**src/rtl/riscv_trap_ctrl_if.sv**
```systemverilog
// Core-side signal bundle for the machine-mode trap controller.
// The slave modport is the controller; the master modport is the pipeline/interrupt side.
interface riscv_trap_ctrl_if #(
   parameter int unsigned MXLEN = 32
);
   logic             irq_i;
   logic             exc_i;
   logic [MXLEN-1:0] cause_i;
   logic [MXLEN-1:0] pc_i;
   logic             mret_i;
   logic             csr_we_i;
   logic [11:0]      csr_addr_i;
   logic [MXLEN-1:0] csr_wdata_i;
   logic [MXLEN-1:0] csr_rdata_o;
   logic             irq_rst_o;
   logic             flush_o;
   logic             stall_o;
   logic             redirect_o;
   logic [MXLEN-1:0] redirect_pc_o;
   logic             mie_o;

   modport master (
      output irq_i, exc_i, cause_i, pc_i, mret_i, csr_we_i, csr_addr_i, csr_wdata_i,
      input  csr_rdata_o, irq_rst_o, flush_o, stall_o, redirect_o, redirect_pc_o, mie_o
   );

   modport slave (
      input  irq_i, exc_i, cause_i, pc_i, mret_i, csr_we_i, csr_addr_i, csr_wdata_i,
      output csr_rdata_o, irq_rst_o, flush_o, stall_o, redirect_o, redirect_pc_o, mie_o
   );
endinterface

```
**src/rtl/riscv_trap_ctrl.sv**
```systemverilog
// Machine-mode trap controller: takes exceptions/interrupts, sequences flush and redirect,
// handles mret, and owns mstatus.MIE/MPIE, mtvec, mepc and mcause.
module riscv_trap_ctrl #(
   parameter int unsigned      MXLEN     = 32,
   parameter logic [MXLEN-1:0] MTVEC_RST = MXLEN'(32'h0000_0100)
) (
   input logic             clk_i,
   input logic             rst_i,
   riscv_trap_ctrl_if.slave core
);

   localparam logic [11:0] CsrMstatus = 12'h300;
   localparam logic [11:0] CsrMtvec   = 12'h305;
   localparam logic [11:0] CsrMepc    = 12'h341;
   localparam logic [11:0] CsrMcause  = 12'h342;

   typedef enum logic [1:0] {StIdle, StTrap, StRedirect, StRet} state_e;

   state_e           state_q, state_d;
   logic             mie_q, mie_d;
   logic             mpie_q, mpie_d;
   logic [MXLEN-1:0] mtvec_q, mtvec_d;
   logic [MXLEN-1:0] mepc_q, mepc_d;
   logic [MXLEN-1:0] mcause_q, mcause_d;

   logic             flush, stall, redirect, irq_rst;
   logic [MXLEN-1:0] redirect_pc;
   logic [MXLEN-1:0] base, target;
   logic [MXLEN-1:0] rdata;

   // Vectored mode applies to interrupts only; 4*cause wraps modulo 2^MXLEN.
   always_comb begin
      base   = {mtvec_q[MXLEN-1:2], 2'b00};
      target = base;
      if (mtvec_q[0] && mcause_q[MXLEN-1]) begin
         target = base + {mcause_q[MXLEN-3:0], 2'b00};
      end
   end

   always_comb begin
      rdata = '0;
      case (core.csr_addr_i)
         CsrMstatus: begin
            rdata[3] = mie_q;
            rdata[7] = mpie_q;
         end
         CsrMtvec:  rdata = mtvec_q;
         CsrMepc:   rdata = mepc_q;
         CsrMcause: rdata = mcause_q;
         default:   rdata = '0;
      endcase
   end

   always_comb begin
      state_d     = state_q;
      mie_d       = mie_q;
      mpie_d      = mpie_q;
      mtvec_d     = mtvec_q;
      mepc_d      = mepc_q;
      mcause_d    = mcause_q;
      flush       = 1'b0;
      stall       = 1'b0;
      redirect    = 1'b0;
      irq_rst     = 1'b0;
      redirect_pc = '0;

      if (core.csr_we_i) begin
         case (core.csr_addr_i)
            CsrMstatus: begin
               mie_d  = core.csr_wdata_i[3];
               mpie_d = core.csr_wdata_i[7];
            end
            CsrMtvec:  mtvec_d  = core.csr_wdata_i & ~MXLEN'(2);
            CsrMepc:   mepc_d   = core.csr_wdata_i & ~MXLEN'(3);
            CsrMcause: mcause_d = core.csr_wdata_i;
            default:   ;
         endcase
      end

      // Trap capture and RET update are assigned after the CSR write so they take precedence.
      case (state_q)
         StIdle: begin
            if (core.exc_i || (core.irq_i && mie_q)) begin
               state_d  = StTrap;
               mepc_d   = core.pc_i & ~MXLEN'(3);
               mcause_d = core.cause_i;
               mpie_d   = mie_q;
               mie_d    = 1'b0;
            end else if (core.mret_i) begin
               state_d = StRet;
            end
         end
         StTrap: begin
            flush   = 1'b1;
            stall   = 1'b1;
            state_d = StRedirect;
         end
         StRedirect: begin
            redirect    = 1'b1;
            redirect_pc = target;
            irq_rst     = mcause_q[MXLEN-1];
            state_d     = StIdle;
         end
         StRet: begin
            flush       = 1'b1;
            redirect    = 1'b1;
            redirect_pc = mepc_q;
            mie_d       = mpie_q;
            mpie_d      = 1'b1;
            state_d     = StIdle;
         end
         default: state_d = StIdle;
      endcase
   end

   always_ff @(posedge clk_i) begin
      if (rst_i) begin
         state_q  <= StIdle;
         mie_q    <= 1'b0;
         mpie_q   <= 1'b0;
         mtvec_q  <= MTVEC_RST;
         mepc_q   <= '0;
         mcause_q <= '0;
      end else begin
         state_q  <= state_d;
         mie_q    <= mie_d;
         mpie_q   <= mpie_d;
         mtvec_q  <= mtvec_d;
         mepc_q   <= mepc_d;
         mcause_q <= mcause_d;
      end
   end

   // Reset masks outputs immediately so an in-flight trap never redirects.
   assign core.csr_rdata_o   = rdata;
   assign core.flush_o       = flush & ~rst_i;
   assign core.stall_o       = stall & ~rst_i;
   assign core.redirect_o    = redirect & ~rst_i;
   assign core.irq_rst_o     = irq_rst & ~rst_i;
   assign core.redirect_pc_o = rst_i ? '0 : redirect_pc;
   assign core.mie_o         = mie_q & ~rst_i;

endmodule
```
**src/flat_wrapper.sv**
```systemverilog
// flat-port wrapper written by rule: the top's interface ports become plain ports
module riscv_trap_ctrl_flat 
#(
   parameter int unsigned      MXLEN     = 32,
   parameter logic [MXLEN-1:0] MTVEC_RST = MXLEN'(32'h0000_0100)
)
  (clk_i, rst_i, core_irq_i, core_exc_i, core_cause_i, core_pc_i, core_mret_i, core_csr_we_i, core_csr_addr_i, core_csr_wdata_i, core_csr_rdata_o, core_irq_rst_o, core_flush_o, core_stall_o, core_redirect_o, core_redirect_pc_o, core_mie_o);
  riscv_trap_ctrl_if #(.MXLEN(MXLEN)) core_i ();
  input logic clk_i;
  input logic rst_i;
  input wire logic [$bits(core_i.irq_i)-1:0] core_irq_i;
  input wire logic [$bits(core_i.exc_i)-1:0] core_exc_i;
  input wire logic [$bits(core_i.cause_i)-1:0] core_cause_i;
  input wire logic [$bits(core_i.pc_i)-1:0] core_pc_i;
  input wire logic [$bits(core_i.mret_i)-1:0] core_mret_i;
  input wire logic [$bits(core_i.csr_we_i)-1:0] core_csr_we_i;
  input wire logic [$bits(core_i.csr_addr_i)-1:0] core_csr_addr_i;
  input wire logic [$bits(core_i.csr_wdata_i)-1:0] core_csr_wdata_i;
  output wire logic [$bits(core_i.csr_rdata_o)-1:0] core_csr_rdata_o;
  output wire logic [$bits(core_i.irq_rst_o)-1:0] core_irq_rst_o;
  output wire logic [$bits(core_i.flush_o)-1:0] core_flush_o;
  output wire logic [$bits(core_i.stall_o)-1:0] core_stall_o;
  output wire logic [$bits(core_i.redirect_o)-1:0] core_redirect_o;
  output wire logic [$bits(core_i.redirect_pc_o)-1:0] core_redirect_pc_o;
  output wire logic [$bits(core_i.mie_o)-1:0] core_mie_o;
  assign core_i.irq_i = core_irq_i;
  assign core_i.exc_i = core_exc_i;
  assign core_i.cause_i = core_cause_i;
  assign core_i.pc_i = core_pc_i;
  assign core_i.mret_i = core_mret_i;
  assign core_i.csr_we_i = core_csr_we_i;
  assign core_i.csr_addr_i = core_csr_addr_i;
  assign core_i.csr_wdata_i = core_csr_wdata_i;
  assign core_csr_rdata_o = core_i.csr_rdata_o;
  assign core_irq_rst_o = core_i.irq_rst_o;
  assign core_flush_o = core_i.flush_o;
  assign core_stall_o = core_i.stall_o;
  assign core_redirect_o = core_i.redirect_o;
  assign core_redirect_pc_o = core_i.redirect_pc_o;
  assign core_mie_o = core_i.mie_o;
  riscv_trap_ctrl #(.MXLEN(MXLEN), .MTVEC_RST(MTVEC_RST)) u_core (.clk_i(clk_i), .rst_i(rst_i), .core(core_i));
endmodule
```
**config.mk**
```make
export PLATFORM = sky130hd
export DESIGN_NAME = riscv_trap_ctrl_flat
export DESIGN_NICKNAME = d
export VERILOG_FILES = /design/src/rtl/riscv_trap_ctrl_if.sv /design/src/rtl/riscv_trap_ctrl.sv /design/src/flat_wrapper.sv
export SDC_FILE = /design/constraint.sdc
export NUM_CORES = 1
export LEC_CHECK = 0
export BUFFER_PORTS_ARGS = -buffer_cell sky130_fd_sc_hd__clkbuf_2
export CAP_MARGIN = 40
export CORE_MARGIN = 2
export CORE_UTILIZATION = 35
export CTS_BUF_LIST = sky130_fd_sc_hd__clkbuf_16
export DETAILED_ROUTE_END_ITERATION = 10
export HOLD_SLACK_MARGIN = 0.08
export PLACE_DENSITY = 0.68
export SLEW_MARGIN = 20
export SYNTH_ARGS = -nofsm -noshare
export SYNTH_HDL_FRONTEND = slang
export SYNTH_SLANG_ARGS = --single-unit
```
**constraint.sdc**
```tcl
create_clock -name clk_i -period 3 [get_ports clk_i]
set_input_delay 0.45 -clock clk_i [delete_from_list [all_inputs] [get_ports clk_i]]
set_output_delay 0.45 -clock clk_i [all_outputs]
set_load 0.05 [all_outputs]
```
==> run_results.csv <==
group,metric,value,unit
status,result_of_the_run,"finished, violations left",
status,violations,"setup timing",
floorplanning,die_h,143,um
sta,fmaxAchievable,271,MHz
clock_tree,number_of_buffers_between_clock_root_and_the_deepest_sink,2,
route,drt_iter0_markers,893,
sta,timing.slew.headroom,55.2,%
clock_tree,cts_hold_repair.buffers,0,
synth,ys_seq_elements,99,
pwr,sequentialPowerShare,43.3,%
pwr,p_int,2440,uW
clock_tree,clock_insertion_delay_worst_skew,0.36,ns
route,final_antenna_net_count,0,
clock_tree,tritoncts,"built",
place,place_hpwl,17300,um
critical_path,critical_path.max_stage_delay,0.40,ns
critical_path,timing.critical_path.slowest_stage_cell,"a2111oi_4",
synth,mappedNetlistArea,0.00676,sq mm
global_routing,grt_usage,24.4,%
finish,seqCellArea,0.00200,sq mm
sta,rsz0062_at_grt,"yes",
finish,area_growth,51.8,%
sta,fin_hold_ws,0.330,ns
sta,worst_margin_pin_slew,0.673,ns
route,routed_wirelength,24900,um
pwr,clock_power_share,36.3,%
clock_tree,clock_tree.htree_level_count,3,
synth,synthArstFlopShare,0,%
floorplanning,fp.dieW,143,um
clock_tree,tritoncts_num_sinks,99,
finish,share_of_cells_above_drive_strength_1,34.2,%
route,drt_drc_violations_left,0,
clock_tree,cts-buffers-inserted,9,
floorplanning,rows,50,
floorplanning,core-area,0.0188,sq mm
hold_path,holdCritPathClass,"in -> reg",
finish,fin_nets,1323,
sta,post-route-period-util,123,%
floorplanning,floorplan.io_pins,183,
synth,dominantRegCellSynth,"dfxtp_1",
synth,synth_cell_types,56,
global_routing,first_global_vias,7671,
sta,finalWorstPathRequiredPeriod,3.69,ns
floorplanning,area_of_the_die,0.0204,sq mm
place,worst_setup_slack_before_clock_tree_synthesis,-0.307,ns
synth,synth_area_leader_cell,"dfxtp_1",
critical_path,endpoint_kind,"output port",
synth,synth_commonest_cells,"229 x nand2_1, 102 x nor2_1, 99 x dfxtp_1, 64 x a311oi_1, 62 x a21oi_1",
synth,synth_enable_flop_cells,0,
route,vias_per_cell,5.54,
pwr,power.net_switching,1020,uW
route,detail_route.wl_per_cell,17.3,um
pwr,ir_drop,0.244,mV
sta,skew,0.00709,ns
place,count_of_input_and_output_buffers,180,
synth,post_synth.cell_area_avg,7.26,sq um
synth,synth_sequential_area_ratio,29.3,%
route,firstDrtPassIters,7,
critical_path,path_max_fanout,2,
route,detailroute.via_count,7971,
finish,num_antenna_cells,0,
pwr,leakagePower,0.00444,uW
sta,maxSlewViolCount,0,
synth,yosys_warnings,0,
finish,multi_input_area,0.00480,sq mm
global_routing,grt_antenna_before_repair,0,
global_routing,maximum_number_of_pins_on_one_net_before_global_route_repair,125,
clock_tree,cts.root.buffer_cell,"clkbuf_16",
pwr,p_per_area,337,mW/mm^2
sta,report.final.hold_viol_count,0,
critical_path,cp_cell_sequence,"ha_4 -> fa_2 -> a211oi_2 -> o21ai_2 -> a2111oi_4 -> buf_4 -> o31ai_4 -> a21boi_2 -> o21bai_1 -> a21oi_1 -> xor2_1 -> o21ai_4 -> buf_8",
critical_path,critPathKind,"reg -> out",
critical_path,crit_required,2.55,ns
pwr,swShare,29.4,%
critical_path,regToRegSetupSlack,0.98,ns
clock_tree,clk_pin_slew_worst_paths,0.07,ns
place,final_gp_congestion,0.904,
critical_path,cp.arrival,3.24,ns
synth,synth_top_area_share,29.3,%
global_routing,overflow,0,
synth,yosysMostFrequentCell,"nand2_1",
finish,filler_cell_count,1710,
sta,final.setup.worst_slack,-0.689,ns
synth,post_synth_inst_count,931,
critical_path,launching_element_type_of_the_critical_path,"flop",
synth,ranking_of_synthesized_cells_by_area,"dfxtp_1 29%, nand2_1 13%, a311oi_1 8.3%, ha_1 6.1%, a222oi_1 5.8%",
job,cap_viol_max_count,0,
sta,setup_violations,23,
synth,synth_nets,1079,
pwr,combPwrFrac,20.3,%
global_routing,grt_pass1_wl,39800,um
floorplanning,starting_density_of_the_core,35.9,%
==> cell families after synthesis <==
| logic type | after synthesis | share of synthesized area (%) |
|---|---|---|
| buffers and inverters | 107 | 6.24 |
| muxes | 2 | 0.296 |
| and+or+nand+nor | 392 | 24.4 |
| adders and majority gates | 34 | 6.41 |
| DFF | 99 | 29.3 |
| AOI/OAI and AO/OA | 273 | 30.2 |
| xor gates and xnor gates | 24 | 3.11 |
==> critical path: cells and delay by family, from the launching register on <==
family | cells | cell delay [ns]
DFF | 1 | 0.33
AOI/OAI and AO/OA | 8 | 1.38
xor gates and xnor gates | 1 | 0.28
buffers and inverters | 2 | 0.37
adders and majority gates | 2 | 0.51
==> through the flow <==
| step | utilization, % | cell area, sq um | std cells | setup TNS [ns] | power, uW |
|---|---|---|---|---|---|
| 2_1_floorplan | - | 6840 | 931 | -0.0507 | 1870 |
| 3_3_place_gp | 49.4 | 9310 | 1410 | -2.31 | 2160 |
| 3_5_place_dp | 49.4 | 9310 | 1410 | -2.77 | 2170 |
| 4_1_cts | 53.2 | 10000 | 1433 | -7.96 | 3440 |
| 5_1_grt | 54.5 | 10300 | 1439 | -11.87 | 3600 |
| 6_report | 54.5 | 10300 | 1439 | -8.91 | 3460 |
==> registers in the layout, summed over array words and instances, names as in the netlist <==
name	flops
u_core.mcause_q	32
u_core.mepc_q	32
u_core.mtvec_q	31
u_core.state_q	2
u_core.mie_q	1
u_core.mpie_q	1
==> layout make-up <==
type | count | share of cell area, %
multi-input cells | 725 | 46.8
repair buffers | 304 | 26.3
flip-flops and latches | 99 | 19.5
well taps | 260 | 3.17
clock buffers | 9 | 2.20
inverters | 36 | 1.32
clock inverters | 6 | 0.793
==> power groups by stage <==
stage / Clock (uW) / Combinational [uW] / Sequential [uW]
finish: 1260 / 702 / 1500
global route: 1320 / 771 / 1510
detailed placement: 0 / 649 / 1520
floorplan: 0 / 370 / 1500
CTS: 1270 / 677 / 1500
global placement: 0 / 637 / 1520
==> routing by layer <==
metal	up-vias	track usage (%)	wire length [um]
li1	3858	-	-
met1	3710	34.1	11100
met2	357	37.5	11200
met3	46	5.06	2080
met4	0	7.97	533
met5	-	0	0
==> path summary, 6_finish.rpt <==
| path | end | start | depth (start not counted) |
|---|---|---|---|
| max | core_redirect_pc_o[24] | u_core.mcause_q[0]$_SDFF_PP0_ | 13 |
| min reg2reg | u_core.mtvec_q[29]$_SDFFE_PP0P_ | u_core.mtvec_q[29]$_SDFFE_PP0P_ | 2 |
| min | u_core.mtvec_q[0]$_SDFFE_PP0P_ | core_csr_wdata_i[0] | 3 |
| max reg2reg | u_core.mcause_q[7]$_SDFF_PP0_ | u_core.state_q[0]$_SDFFE_PP0P_ | 6 |
==> cells in the final DEF (no fill, tap or decap), types with 10 or more instances in the layout <==
master,n
clkbuf_16,10
clkbuf_2,122
and2_1,10
xor2_1,12
buf_4,112
nor2_1,95
inv_1,36
a21oi_1,52
a222oi_1,39
dfxtp_1,89
ha_1,24
a21o_1,21
nand2_1,227
o21ai_1,10
buf_12,46
a22oi_1,14
a311oi_1,62
o21ai_0,11
==> what timing repair did <==
action	4_1_cts	5_1_grt
pin swaps	40	44
gates cloned	0	0
gates resized for setup	84	51
buffers inserted	8	7
setup endpoints to repair	23	24
No activity file was read; power rests on OpenSTA's default activity.
